--- src/rtl/mmio_bridge.sv ---
// mmio_bridge: steers execute-stage load/store traffic to data memory or to
// one of NUM_CH memory-mapped IO channels. IO accesses go through a small
// IDLE -> ACCESS -> DONE handshake that stalls the CPU, captures read data,
// and flags out-of-window requests, memory/IO conflicts and timeouts.
module mmio_bridge #(
    parameter int          NUM_CH    = 4,
    parameter int          IO_DW     = 16,
    parameter logic [31:0] IO_BASE   = 32'hFFFFFC60,
    parameter int          SPAN_LOG2 = 4,
    parameter int          MIN_WAIT  = 1,
    parameter int          TIMEOUT   = 15
) (
    input  logic                    clock,
    input  logic                    reset,
    input  logic [31:0]             addr_result,
    input  logic                    mem_read,
    input  logic                    mem_write,
    input  logic                    io_read,
    input  logic                    io_write,
    input  logic [31:0]             wdata,
    input  logic [31:0]             mem_rdata,
    input  logic [NUM_CH*IO_DW-1:0] io_rdata,
    input  logic [NUM_CH-1:0]       io_ready,
    output logic [31:0]             address,
    output logic [31:0]             write_data,
    output logic [31:0]             rdata,
    output logic [NUM_CH-1:0]       io_cs,
    output logic                    io_rd_en,
    output logic                    io_wr_en,
    output logic [IO_DW-1:0]        io_wdata,
    output logic                    stall,
    output logic                    bus_err
);

    localparam int CH_W = (NUM_CH > 1) ? $clog2(NUM_CH) : 1;

    typedef enum logic [1:0] {
        S_IDLE   = 2'd0,
        S_ACCESS = 2'd1,
        S_DONE   = 2'd2
    } state_t;

    state_t              r_state;
    state_t              w_state_nxt;

    logic [CH_W-1:0]     r_ch;
    logic [7:0]          r_cnt;
    logic [IO_DW-1:0]    r_cap;
    logic [NUM_CH-1:0]   r_cs;
    logic                r_rd_en;
    logic                r_wr_en;
    logic [IO_DW-1:0]    r_wdata;
    logic                r_bus_err;

    logic                w_mem_cyc;
    logic                w_io_any;
    logic                w_io_req;
    logic [31:0]         w_ch_full;
    logic                w_in_win;
    logic [CH_W-1:0]     w_ch;
    logic                w_start;
    logic                w_oow;
    logic [8:0]          w_cnt_nxt;
    logic                w_ready_sel;
    logic                w_complete;
    logic                w_timeout;
    logic [IO_DW-1:0]    w_rd_slice;

    // Memory requests always win; an IO request only counts when no memory access is present.
    assign w_mem_cyc   = mem_read | mem_write;
    assign w_io_any    = io_read | io_write;
    assign w_io_req    = w_io_any & ~w_mem_cyc;

    // Addresses below IO_BASE wrap to a huge offset, but the explicit >= test rejects them anyway.
    assign w_ch_full   = (addr_result - IO_BASE) >> SPAN_LOG2;
    assign w_in_win    = (addr_result >= IO_BASE) && (w_ch_full < 32'(NUM_CH));
    assign w_ch        = w_ch_full[CH_W-1:0];

    assign w_start     = (r_state == S_IDLE) & w_io_req & w_in_win;
    assign w_oow       = (r_state == S_IDLE) & w_io_req & ~w_in_win;

    // The counter value including the current ACCESS cycle, so MIN_WAIT=1 completes after one cycle.
    assign w_cnt_nxt   = {1'b0, r_cnt} + 9'd1;
    assign w_ready_sel = io_ready[r_ch];
    assign w_complete  = (r_state == S_ACCESS) & (w_cnt_nxt >= 9'(MIN_WAIT)) & w_ready_sel;
    assign w_timeout   = (r_state == S_ACCESS) & ~w_complete & (w_cnt_nxt >= 9'(TIMEOUT));
    assign w_rd_slice  = io_rdata[int'(r_ch)*IO_DW +: IO_DW];

    assign address     = addr_result;
    assign write_data  = mem_write ? wdata : 32'd0;
    assign io_cs       = r_cs;
    assign io_rd_en    = r_rd_en;
    assign io_wr_en    = r_wr_en;
    assign io_wdata    = r_wdata;
    assign bus_err     = r_bus_err;

    // State register.
    always_ff @(posedge clock or posedge reset) begin
        if (reset) begin
            r_state <= S_IDLE;
        end else begin
            r_state <= w_state_nxt;
        end
    end

    // Next-state logic: DONE always lasts one cycle and ignores the still-held request.
    always_comb begin
        w_state_nxt = r_state;
        case (r_state)
            S_IDLE: begin
                if (w_start) begin
                    w_state_nxt = S_ACCESS;
                end
            end
            S_ACCESS: begin
                if (w_complete || w_timeout) begin
                    w_state_nxt = S_DONE;
                end
            end
            default: begin
                w_state_nxt = S_IDLE;
            end
        endcase
    end

    // Output logic: stall and the writeback data mux.
    always_comb begin
        stall = 1'b0;
        rdata = 32'(r_cap);
        case (r_state)
            S_IDLE:   stall = w_io_req & w_in_win;
            S_ACCESS: stall = 1'b1;
            default:  stall = 1'b0;
        endcase
        // Release the pipeline immediately when reset drops an in-flight access.
        if (reset) begin
            stall = 1'b0;
        end
        if (w_mem_cyc) begin
            rdata = mem_rdata;
        end else if (w_oow) begin
            rdata = 32'd0;
        end
    end

    // Channel select, strobes, store data, wait counter and read-data capture.
    always_ff @(posedge clock or posedge reset) begin
        if (reset) begin
            r_ch    <= '0;
            r_cnt   <= 8'd0;
            r_cap   <= '0;
            r_cs    <= '0;
            r_rd_en <= 1'b0;
            r_wr_en <= 1'b0;
            r_wdata <= '0;
        end else if (w_start) begin
            r_ch    <= w_ch;
            r_cnt   <= 8'd0;
            r_cs    <= NUM_CH'(1) << w_ch;
            r_rd_en <= io_read;
            r_wr_en <= io_write;
            r_wdata <= wdata[IO_DW-1:0];
        end else if (r_state == S_ACCESS) begin
            r_cnt <= w_cnt_nxt[7:0];
            if (w_complete) begin
                if (r_rd_en) begin
                    r_cap <= w_rd_slice;
                end
                r_cs    <= '0;
                r_rd_en <= 1'b0;
                r_wr_en <= 1'b0;
            end else if (w_timeout) begin
                r_cap   <= '0;
                r_cs    <= '0;
                r_rd_en <= 1'b0;
                r_wr_en <= 1'b0;
            end
        end
    end

    // Sticky bus error: memory/IO conflict, out-of-window IO request, or access timeout.
    always_ff @(posedge clock or posedge reset) begin
        if (reset) begin
            r_bus_err <= 1'b0;
        end else if ((w_mem_cyc & w_io_any) | w_oow | w_timeout) begin
            r_bus_err <= 1'b1;
        end
    end

endmodule

--- config.mk ---
export PLATFORM = sky130hd
export DESIGN_NAME = mmio_bridge
export DESIGN_NICKNAME = d
export VERILOG_FILES = /design/src/rtl/mmio_bridge.sv
export SDC_FILE = /design/constraint.sdc
export NUM_CORES = 1
export LEC_CHECK = 0
export CAP_MARGIN = 40
export CORE_AREA = 2 2 114 116
export DETAILED_ROUTE_END_ITERATION = 7
export DIE_AREA = 0 0 116 118
export GPL_TIMING_DRIVEN = 0
export PLACE_DENSITY = 0.72
export SLEW_MARGIN = 20
export SYNTH_ARGS = -nofsm -noshare
export SYNTH_HDL_FRONTEND = slang
export SYNTH_SLANG_ARGS = --single-unit
--- constraint.sdc ---
create_clock -name clock -period 2.9 [get_ports clock]
set_clock_uncertainty 0.05 [all_clocks]
set_input_delay 0.435 -clock clock [delete_from_list [all_inputs] [get_ports clock]]
set_output_delay 0.435 -clock clock [all_outputs]
set_load 0.03 [all_outputs]
# == Yosys cells after proc, flatten, opt, wreduce, memory -nomap -nowiden ==
# Index checks and enable logic that the tools add are counted.
# word_totals
input_bits,170
ff_bits,51
output_inout_bits,120
elab_cells,73
# classes
n_shift,2
add_sub_neg,2
n_reduce_logical,9
magnitude_cmp,5
n_bitwise,18
eq_ne,4
muxes,24
# ops
op,n
$mux 16,4
$mux 32,2
$shiftx 64x7->16,1
$ge 32x32->1 const B,1
$sub 32x32->32 const B,1
$lt 28x3->1 const B,1
$mux 4,4
$mux 8,2
$and 1x1->1,10
$add 8x1->9 const B,1
$ge 9x1->1 const B,1
$ge 9x4->1 const B,1
$mux 1,7
$mux 2,2
$ne 2x2->1 const B,2
$not 1->1,4
$or 1x1->1,4
$pmux 2 s2,1
$reduce_and 2->1,2
$reduce_and 4->1,1
$reduce_bool 2->1,2
$shl 1x2->4 const A,1
$lt 2x3->1 const B,1
$reduce_bool 3->1,1
other kinds (7),7

# == Logic depth before layout (Yosys ltp) ==
# Gate-level depths: netlist (run 1).
# depth
word_depth,11
depth_mapped,9
depth_no_buf,7

# == Least setup slack after synthesis (run 1) ==
# OpenSTA, ideal clock, no wires.
# synth_path
path_type,input port to output port
start,input addr_result[5]
end,output stall
arrival_time_ns,2.233
n_path_buf,0
path_slack_ns,0.182
t_required_ns,2.415
cell_stages,6
path_cell_list,ha_1 -> nand4b_1 -> nor4_2 -> o2111a_1 -> nor2_1 -> nor3_1
# synth_between
elab_chain_len,6
word_cells_on_any_way,7
classes_between,1 x add/sub; 2 x order compare; 2 x mux; 1 x bitwise; 1 x reduce/logical
# synth_lines
element,line_no,rtl
from (decl),15,"input logic [31:0] addr_result,"
$sub 32x32->32,75,assign w_ch_full = (addr_result - IO_BASE) >> SPAN_LOG2;
$lt 28x3->1,76,assign w_in_win = (addr_result >= IO_BASE) && (w_ch_full < 32'(NUM_CH));
$logic_and 1x1->1 (*),76,
$and 1x1->1 (*),131,S_IDLE: stall = w_io_req & w_in_win;
$pmux 1 s2 (*),130,case (r_state)
$mux 1 (*),136,if (reset) begin
to (decl),31,"output logic stall,"
# Mark *: on every way between the ends. The rest lies on a longest branch, timed or not.

# == Worst setup path after layout (run 1) ==
# layout_path
start,input mem_read
end,output rdata[27]
# layout_between
elab_chain_len,2
# layout_lines
element,line_no,rtl
from (decl),16,"input logic mem_read,"
$or 1x1->1,70,assign w_mem_cyc = mem_read | mem_write;
$mux 32,139,if (w_mem_cyc) begin
to (decl),26,"output logic [31:0] rdata,"
# Every way passes these cells.

==> key figures, run 1 <==
Global route
  – Via count of the first global-routing pass: 3977
  – Global route total overflow: 0
  – Wire length of the first global-routing pass: 20490 um
  – Antenna violations before repair: 0
  – Largest net degree at the start of global routing: 32
  – Total global-route track usage: 18.74%

Worst setup path
  – Cell depth of the worst flop-to-flop path: 9
  – Startpoint Class: primary input
  – Setup slack, reg-to-reg: 0.26 ns
  – Maximum fanout along the worst path: 10
  – Critical Path RT: 2.41 ns
  – Critical path arrival: 2.34 ns
  – End of the worst register-to-register path: r_cap[2]
  – Critical path type: primary input to output pin
  – Endpoint type of the worst setup path: output pin
  – Startpoint of the worst-slack reg-to-reg timing path: r_cnt[0]

Hold path
  – WHS Endpoint: r_ch[1]
  – Cell depth of the worst min-delay path: 2
  – Hold path startpoint: addr_result[5]
  – Worst min-delay path category: primary input to flip-flop

Detailed routing
  – Sum of routed wire segments on met1: 4840 um
  – Top routing layer in use: met4
  – Routed via count divided by cell count: 4.574
  – DR WL met3: 948 um
  – Drt total wl: 13290 um
  – Post-detailed-route count of antenna-violating nets: 0
  – Number of DRC markers after the initial detailed-route iteration: 129
  – Count of vias placed by the detailed router: 3801
  – DRC viols: 0
  – Wire length per cell: 15.99 um
  – Met2 routed wirelength: 7229 um
  – Iteration count of the initial detailed-routing pass: 5

Floorplanning
  – Floorplan Core Area: 12410 um2
  – Overall die height: 118 um
  – Effective utilization at floorplan: 28.80%
  – I/O Pins: 290
  – Die span in x: 116 um
  – Die Outline Area: 13690 um2
  – Row Count: 41

Yosys
  – Leading register cell type out of synthesis: sky130_fd_sc_hd__dfrtp_1
  – Mapped Nets: 529
  – Post-synthesis register bit count: 51
  – Mapped Cells: 355
  – Sequential fraction of the synthesis area: 35.69%
  – EDFF count, synth: 0
  – Syn Area/Cell: 10.07 um2
  – Total of warnings raised by yosys: 0
  – Share of flip-flops with an asynchronous set or reset: 100.0%
  – Post-synthesis cell type count: 50
  – Cell area after synthesis: 3576 um2

Clock tree
  – Hold buffer count at CTS: 0
  – Clock-pin slew on the worst setup and hold paths: 0.07 ns
  – Maximum clock path buffer count: 2
  – Total clock buffers created by CTS: 5
  – H-tree level count: 2
  – Root cell of the clock tree: sky130_fd_sc_hd__clkbuf_16
  – CTS sink count: 51
  – Worst-Skew Late Latency: 0.28 ns
  – TritonCTS clock tree: built

Layout
  – Post-layout utilization of the core: 56.24%
  – Number of antenna cells inserted: 0
  – Fraction of layout cells with a size suffix above 1: 19.42%
  – Final net count: 832
  – Area Overhead vs Synth: 95.24%
  – Most common library cell in the layout ignoring fill and taps: sky130_fd_sc_hd__clkdlybuf4s50_1
  – Commonest non-fill, non-tap cells in the layout: sky130_fd_sc_hd__clkdlybuf4s50_1, sky130_fd_sc_hd__buf_4, sky130_fd_sc_hd__dfrtp_1, sky130_fd_sc_hd__and2_1, sky130_fd_sc_hd__inv_1

Pwr
  – Switching power total: 0.5670 mW
  – Power per cell area: 305.6 nW/um2
  – Reported leakage power: 3.095 nW
  – Sequential fraction of design power: 34.2%
  – Sw Ratio: 26.58%
  – Cell internal pwr: 1.566 mW
  – Peak supply drop: 0.0002409 V
  – Share of total power in the clock network: 31.6%
  – Portion of total power attributed to combinational logic: 34.2%

Timing
  – Part of the cycle the worst path needs: 97.55%
  – Slew Limit Headroom: 53.53%
  – Sum of negative setup slack: 0 ns
  – Slew at the pin with the worst max-slew slack: 0.6960 ns
  – RSZ-0062 raised after global routing: no
  – Setup violations, final: 0
  – Achievable clock frequency: 0.3535 GHz
  – Final Max Slew Viols: 0
  – Final min period: 2.829 ns
  – Final Hold Violating Endpoints: 0

Job
  – Number of max-capacitance violations reported: 0

Placement
  – Input/output buffers: 285
  – Final estimated routing congestion in global placement: 0.8128
  – Placed wire-length estimate: 10970 um

Status
  – Result of the run: completed
synth_stat cells (2+ instances only):
master                      instances  share of area (%)
sky130_fd_sc_hd__buf_4             32                6.7
sky130_fd_sc_hd__nand4_1            7                1.2
sky130_fd_sc_hd__nand3_1            3               0.42
sky130_fd_sc_hd__a21oi_1            3               0.42
sky130_fd_sc_hd__nand2_1           16                1.7
sky130_fd_sc_hd__nor2b_1            2               0.35
sky130_fd_sc_hd__o21ai_0            5               0.70
sky130_fd_sc_hd__xor2_1             5                1.2
sky130_fd_sc_hd__o2111ai_1          2               0.49
sky130_fd_sc_hd__mux2_4            10                4.2
sky130_fd_sc_hd__nand4b_1           2               0.49
sky130_fd_sc_hd__clkbuf_1          10                1.0
sky130_fd_sc_hd__o22ai_1           16                2.8
sky130_fd_sc_hd__nand2b_1           2               0.35
sky130_fd_sc_hd__nand3b_1           4               0.84
sky130_fd_sc_hd__nor2_1            16                1.7
sky130_fd_sc_hd__dfrtp_1           51                 36
sky130_fd_sc_hd__o31ai_1            2               0.42
sky130_fd_sc_hd__xnor2_1            3               0.73
sky130_fd_sc_hd__buf_2              8                1.1
sky130_fd_sc_hd__and2_1            48                8.4
sky130_fd_sc_hd__a22o_1            16                3.9
sky130_fd_sc_hd__mux4_2            17                 11
sky130_fd_sc_hd__a21bo_2            2               0.56
sky130_fd_sc_hd__ha_1               4                1.4
sky130_fd_sc_hd__nor3_1             4               0.56
sky130_fd_sc_hd__inv_1             37                3.9
sky130_fd_sc_hd__mux2_2             6                1.9
timing repair:
action / 4_1_cts / 5_1_grt
hold endpoints to repair: 0 / 0
endpoints found under the setup margin: 33 / 28
buffers inserted: 4 / 5
cloned: 1 / 0
pin swaps: 4 / 11
resized for setup: 124 / 23
worst max path at each step:
stage,startpoint,to,cells after the start
global route,addr_result[5],rdata[5],9
detailed placement,addr_result[5],rdata[10],9
floorplan,addr_result[5],stall,6
finish,mem_read,rdata[27],6
CTS,addr_result[6],rdata[10],9
global placement,addr_result[5],rdata[10],9
critical path: stages:
cell	delay, ns
sky130_fd_sc_hd__clkdlybuf4s50_1	0.49
sky130_fd_sc_hd__or2_1	0.10
sky130_fd_sc_hd__buf_2	0.24
sky130_fd_sc_hd__clkbuf_2	0.24
sky130_fd_sc_hd__and2_1	0.17
sky130_fd_sc_hd__clkdlybuf4s50_1	0.67
per-stage QoR:
stage	total power [mW]	setup WS [ns]	std cells	area [um2]	hold WS [ns]
6_report	2.133	0.07100	831	6982	0.4399
5_1_grt	2.217	0.002673	831	6982	0.4634
4_1_cts	2.154	0.0007256	826	6879	0.4084
3_5_place_dp	1.469	-1.367	813	6671	0.4433
3_3_place_gp	1.457	-1.282	812	6644	0.4399
2_1_floorplan	1.052	0.1821	355	3576	0.4362
layer usage:
| layer | vias up | track usage [%] |
|---|---|---|
| met3 | 15 | 3.193 |
| li1 | 1816 | - |
| met4 | 0 | 5.283 |
| met2 | 167 | 35.89 |
| met1 | 1803 | 20.73 |
| met5 | - | 0 |
cells by family (layout without fill, tap and decap cells):
group                    after synthesis  after routing  share of synthesized area [%]
buffers and inverters                 89            393                          13.19
XOR/XNOR                               8              8                          1.959
flip-flops                            51             51                          35.69
AND/OR/NAND/NOR                      110            110                          17.81
multiplexers                          33             33                          16.79
adder cells (fa/ha/maj)                4              4                          1.400
AO/OA/AOI/OAI                         60             60                          13.16
registers in the layout, indices dropped and copies added (netlist names):
signal    flops
r_cnt         8
r_state       2
r_cap        16
io_rd_en      1
io_wr_en      1
io_wdata     16
bus_err       1
io_cs         4
r_ch          2
layout make-up:
cell class / count / area, um2
inverter: 37 / 138.9
multi-input combinational: 215 / 1877
timing repair buffer: 296 / 2959
sequential: 51 / 1276
fill: 1111 / 5433
buffer: 52 / 341.6
clock inverter: 2 / 35.03
tap: 172 / 215.2
clock buffer: 6 / 138.9
power groups by stage:
stage                     clock network [mW]  registers (mW)  logic [mW]
after global placement                     0           0.742       0.715
after CTS                              0.693           0.729       0.732
after floorplan                            0           0.740       0.311
after detailed placement                   0           0.742       0.726
after global routing                   0.717           0.730       0.771
final                                  0.674           0.729       0.730
(Power assumes the default switching activity.)
==> run 2: changes to the inputs <==
--- a/config.mk
+++ b/config.mk
@@ -6,11 +6,12 @@
 export NUM_CORES = 1
 export LEC_CHECK = 0
 export CAP_MARGIN = 40
-export CORE_AREA = 2 2 114 116
+export CORE_MARGIN = 1
+export CORE_UTILIZATION = 23
 export DETAILED_ROUTE_END_ITERATION = 7
-export DIE_AREA = 0 0 116 118
 export GPL_TIMING_DRIVEN = 0
-export PLACE_DENSITY = 0.72
+export PLACE_DENSITY = 0.57
+export SETUP_SLACK_MARGIN = 0.5
 export SLEW_MARGIN = 20
 export SYNTH_ARGS = -nofsm -noshare
 export SYNTH_HDL_FRONTEND = slang
==> run 2 against run 1 <==
- combinational power increased by 4.2%
- critical path depth increased by 3
- core utilization decreased by 8.7 points
- count of clock-buffer cells in the layout unchanged
- register-to-register slack improved by 0.39 ns
- worst setup slack improved by 0.16 ns
- first-iteration DRC count increased by 22%
- sequential power about the same
- non-clock buffer count increased by 7
- total power decreased by 3.0%
- largest cell class unchanged
- largest power group unchanged
- highest routed layer unchanged
==> key figures, run 2 (synthesis results as in run 1) <==
Clock tree
  – Maximum clock path buffer count: 2
  – CTS sink count: 51
  – TritonCTS clock tree: built
  – Worst-Skew Late Latency: 0.29 ns
  – Root cell of the clock tree: sky130_fd_sc_hd__clkbuf_16
  – H-tree level count: 2
  – Hold buffer count at CTS: 0
  – Clock-pin slew on the worst setup and hold paths: 0.07 ns
  – Total clock buffers created by CTS: 5

Worst setup path
  – Critical path arrival: 2.18 ns
  – Startpoint of the worst-slack reg-to-reg timing path: r_cnt[1]
  – Endpoint type of the worst setup path: output pin
  – Critical path type: primary input to output pin
  – Cell depth of the worst flop-to-flop path: 7
  – Startpoint Class: primary input
  – Maximum fanout along the worst path: 5
  – Worst setup path startpoint: addr_result[8]
  – Setup slack, reg-to-reg: 0.65 ns
  – Worst setup path endpoint: rdata[7]
  – End of the worst register-to-register path: r_cap[1]
  – Critical Path RT: 2.41 ns

Layout
  – Area Overhead vs Synth: 102.1%
  – Number of antenna cells inserted: 0
  – Count of filler cells inserted in the layout: 1441
  – Fraction of layout cells with a size suffix above 1: 24.32%
  – Commonest non-fill, non-tap cells in the layout: sky130_fd_sc_hd__clkdlybuf4s50_1, sky130_fd_sc_hd__buf_4, sky130_fd_sc_hd__dfrtp_1, sky130_fd_sc_hd__and2_1, sky130_fd_sc_hd__inv_1
  – Post-layout utilization of the core: 47.54%
  – Most common library cell in the layout ignoring fill and taps: sky130_fd_sc_hd__clkdlybuf4s50_1
  – Final net count: 839

Placement
  – Final estimated routing congestion in global placement: 0.7663
  – Placed wire-length estimate: 11290 um
  – Input/output buffers: 285
  – Minimum setup slack after placement: -1.334 ns

Detailed routing
  – Count of vias placed by the detailed router: 3840
  – Drt total wl: 13900 um
  – Number of DRC markers after the initial detailed-route iteration: 158
  – Routed via count divided by cell count: 4.496
  – DRC viols: 0
  – Post-detailed-route count of antenna-violating nets: 0
  – Wire length per cell: 16.28 um
  – Iteration count of the initial detailed-routing pass: 4

Global route
  – Antenna violations before repair: 0
  – Wire length of the first global-routing pass: 20910 um
  – Largest net degree at the start of global routing: 30
  – Global route total overflow: 0
  – Total global-route track usage: 16.72%
  – Via count of the first global-routing pass: 4017

Timing
  – Final min period: 2.668 ns
  – Setup violations, final: 0
  – Slew Limit Headroom: 54.83%
  – Final Max Slew Viols: 0
  – Final Hold Violating Endpoints: 0
  – RSZ-0062 raised after global routing: yes
  – Slew at the pin with the worst max-slew slack: 0.6775 ns
  – Achievable clock frequency: 0.3747 GHz
  – Smallest setup slack after layout: 0.2315 ns
  – Part of the cycle the worst path needs: 92.02%

Floorplanning
  – I/O Pins: 290
  – Overall die height: 126.7 um
  – Die span in x: 126.7 um
  – Die Outline Area: 16050 um2
  – Effective utilization at floorplan: 23.52%
  – Floorplan Core Area: 15200 um2
  – Row Count: 45

Pwr
  – Reported leakage power: 3.244 nW
  – Power per cell area: 286.5 nW/um2
  – Peak supply drop: 0.0002205 V

Hold path
  – Worst min-delay path category: primary input to flip-flop

Status
  – Result of the run: completed

Job
  – Number of max-capacitance violations reported: 0
-- run 2: final cells by class --
class,count,area (um2),share of cell area (%)
plain buffers,52,360.3,4.986
flip-flops and latches,51,1276,17.66
clock buffers,6,128.9,1.783
inverters,37,138.9,1.922
multi-input cells,215,2041,28.24
clock inverters,2,12.51,0.1731
well taps,188,235.2,3.255
repair buffers,303,3034,41.98
-- run 2: worst min-delay path by stage --
stage                        start          end  slack (ns)  depth (start not counted)
floorplan                 r_cnt[7]     r_cnt[7]        0.46                          2
global placement       io_wdata[5]  io_wdata[5]        0.44                          1
detailed placement     io_wdata[4]  io_wdata[4]        0.44                          1
CTS                 addr_result[5]      r_ch[1]        0.44                          3
global route               io_read     io_rd_en        0.44                          3
finish                     io_read     io_rd_en        0.41                          3
-- run 2: layer usage --
metal  part of all wire (%)  vias up  GRT usage, %
li1                       -     1825             -
met1                     40     1826         18.89
met2                     52      180         31.91
met3                    6.9        9         3.543
met4                    1.2        0         3.922
met5                      0        -             0
-- run 2: where the power goes --
part / internal (mW) / switching [mW] / leakage [nW]
clock: 0.319 / 0.260 / 0.0669
combinational: 0.432 / 0.329 / 2.49
sequential: 0.722 / 0.00777 / 0.690
-- run 2: repair_timing --
| item | 4_1_cts | 5_1_grt |
|---|---|---|
| resized for setup | 183 | 34 |
| setup buffers | 10 | 6 |
| cloned | 1 | 0 |
| pin swaps | 15 | 13 |
| setup endpoints to repair | 114 | 38 |
-- run 2: critical path: stages --
cell	delay (ns)
sky130_fd_sc_hd__dlygate4sd2_1	0.30
sky130_fd_sc_hd__a21bo_2	0.24
sky130_fd_sc_hd__a21oi_4	0.07
sky130_fd_sc_hd__o211ai_1	0.34
sky130_fd_sc_hd__a21oi_4	0.15
sky130_fd_sc_hd__buf_4	0.17
sky130_fd_sc_hd__buf_8	0.12
sky130_fd_sc_hd__a22o_4	0.21
sky130_fd_sc_hd__buf_6	0.13
-- run 2: through the flow --
stage	setup TNS, ns	hold WS, ns	std cells	cell area [um2]	total power [mW]
after global routing	0	0.4358	854	7227	2.162
after floorplan	0	0.4560	355	3704	1.072
final	0	0.4086	854	7227	2.070
after CTS	0	0.4428	848	7081	2.099
after global placement	-25.45	0.4407	828	6792	1.486
after detailed placement	-27.43	0.4436	829	6812	1.494
==> run 3: changes to the inputs <==
--- a/config.mk
+++ b/config.mk
@@ -6,7 +6,7 @@
 export NUM_CORES = 1
 export LEC_CHECK = 0
 export CAP_MARGIN = 40
-export CORE_MARGIN = 1
+export CORE_MARGIN = 3
 export CORE_UTILIZATION = 23
 export DETAILED_ROUTE_END_ITERATION = 7
 export GPL_TIMING_DRIVEN = 0
==> run 3 against run 2 <==
- sequential share of layout area increased by 0.17 points
- core utilization increased by 0.67 points
- routed wire length increased by 11%
- total power increased by 1.6%
==> key figures, run 3 (synthesis results as in run 1) <==
Global route
  – Largest net degree at the start of global routing: 52
  – Antenna violations before repair: 1
  – Via count of the first global-routing pass: 3946
  – Global route total overflow: 0
  – Total global-route track usage: 16.91%
  – Wire length of the first global-routing pass: 22300 um

Worst setup path
  – Startpoint Class: primary input
  – Max stage delay on crit path: 0.25 ns
  – Critical-path cell with the highest stage delay: sky130_fd_sc_hd__a21oi_4
  – Maximum fanout along the worst path: 5
  – Top delay family on crit path: compound AO/OA/AOI/OAI gates
  – Critical path type: primary input to output pin
  – Count of buffering cells on the critical path with inverters included: 4
  – Cell mode on critical path: sky130_fd_sc_hd__buf_6
  – Crit path cell chain: buf_8, ha_4, nand4b_1, nor4_4, o211ai_1, a21oi_4, buf_6, buf_16, a22o_4, buf_6
  – Critical path arrival: 2.09 ns
  – Critical Path RT: 2.41 ns
  – Endpoint type of the worst setup path: output pin

Job
  – Number of max-capacitance violations reported: 0

Timing
  – Slew Limit Headroom: 54.86%
  – Part of the cycle the worst path needs: 88.90%
  – Final Max Slew Viols: 0
  – RSZ-0062 raised after global routing: yes
  – Setup violations, final: 0
  – Slew at the pin with the worst max-slew slack: 0.6771 ns
  – Final min period: 2.578 ns
  – Final Hold Violating Endpoints: 0
  – Achievable clock frequency: 0.3879 GHz

Placement
  – Cells after DPL: 824
  – Final estimated routing congestion in global placement: 0.7837
  – Input/output buffers: 285
  – Placed wire-length estimate: 12770 um

Detailed routing
  – Iteration count of the initial detailed-routing pass: 4
  – Count of vias placed by the detailed router: 3816
  – Routed via count divided by cell count: 4.474
  – DRC viols: 0
  – Wire length per cell: 18.07 um
  – Number of DRC markers after the initial detailed-route iteration: 168
  – Post-detailed-route count of antenna-violating nets: 0
  – Drt total wl: 15420 um

Pwr
  – Sw Ratio: 29.21%
  – Portion of total power attributed to combinational logic: 35.8%
  – Reported leakage power: 3.152 nW
  – Sequential fraction of design power: 34.7%
  – Power Total: 2.103 mW
  – Peak supply drop: 0.0002013 V
  – Switching power total: 0.6144 mW
  – Cell internal pwr: 1.489 mW
  – Power per cell area: 293.5 nW/um2
  – Share of total power in the clock network: 29.5%

Clock tree
  – CTS sink count: 51
  – Maximum clock path buffer count: 2
  – H-tree level count: 2
  – Worst-Skew Late Latency: 0.29 ns
  – Clock-pin slew on the worst setup and hold paths: 0.07 ns
  – Root cell of the clock tree: sky130_fd_sc_hd__clkbuf_16
  – Total clock buffers created by CTS: 5
  – TritonCTS clock tree: built

Layout
  – Commonest non-fill, non-tap cells in the layout: sky130_fd_sc_hd__clkdlybuf4s50_1, sky130_fd_sc_hd__buf_4, sky130_fd_sc_hd__dfrtp_1, sky130_fd_sc_hd__and2_1, sky130_fd_sc_hd__dlygate4sd2_1
  – Fraction of layout cells with a size suffix above 1: 24.25%
  – Most common library cell in the layout ignoring fill and taps: sky130_fd_sc_hd__clkdlybuf4s50_1
  – Count of placed standard cells in the final layout, fillers left out: 853
  – Area Overhead vs Synth: 100.4%
  – Final net count: 841

Floorplanning
  – Floorplan Core Area: 14860 um2
  – Effective utilization at floorplan: 24.06%
  – Die Outline Area: 17080 um2
  – Row Count: 44
  – I/O Pins: 290
  – Overall die height: 130.7 um
  – Die span in x: 130.7 um

Status
  – Result of the run: completed

Hold path
  – Worst min-delay path category: primary input to flip-flop
## run 3: layout make-up
type                            count  area [um2]
Timing Repair Buffer              305        2988
Clock inverter                      2       16.27
Fill cell                        1423        7699
Sequential cell                    51        1277
Antenna cell                        1       2.502
Tap cell                          184       230.2
Buffer                             52       360.3
Multi-Input combinational cell    215        2011
Clock buffer                        6       138.9
Inverter                           37       141.4
## run 3: path summary, 6_finish.rpt
kind	start	endpoint	slack [ns]	depth (start not counted)
worst max register to register	r_cnt[0]	r_cap[2]	0.59	9
min in group asynchronous	reset	io_cs[0]	0.59	2
worst max-delay path	addr_result[6]	rdata[9]	0.32	10
max in group asynchronous	reset	r_cnt[1]	1.73	2
worst min register to register	io_wdata[1]	io_wdata[1]	0.46	1
worst min-delay path	io_read	io_rd_en	0.37	3
## run 3: layer usage
metal  up-vias  share of wire (%)  track usage (%)
met3        11                4.3            2.480
met4         0               0.86            2.541
li1       1836                  -                -
met5         -                  0                0
met2       110                 56            32.03
met1      1859                 39            20.61
## run 3: worst min-delay path, cell delays in order
cell	delay, ns
sky130_fd_sc_hd__dlymetal6s2s_1	0.12
sky130_fd_sc_hd__nand2_1	0.06
sky130_fd_sc_hd__o31ai_1	0.06
## run 3: power groups by stage
stage	combinational (mW)	sequential, mW	clock, mW
global placement	0.746	0.745	0
floorplan	0.330	0.742	0
CTS	0.758	0.731	0.643
finish	0.752	0.730	0.620
detailed placement	0.752	0.745	0
global route	0.796	0.732	0.669
## run 3: repair_timing
item,CTS,global route
endpoints found under the setup margin,115,38
pin swaps,18,5
buffers inserted,16,3
gates cloned,1,0
hold buffers,0,0
gates resized for setup,194,14
hold endpoints to repair,0,0
## run 3: metrics by stage
step / hold WS [ns] / setup slack (ns) / area, um2 / utilization, % / TNS (ns)
after detailed placement: 0.4449 / -1.240 / 6789 / 45.67 / -25.53
after CTS: 0.4114 / 0.2759 / 7112 / 47.85 / 0
after floorplan: 0.4560 / 0.4326 / 3704 / - / 0
final: 0.3667 / 0.3218 / 7166 / 48.21 / 0
after global routing: 0.3773 / 0.2066 / 7166 / 48.21 / 0
after global placement: 0.4399 / -1.218 / 6787 / 45.66 / -24.40
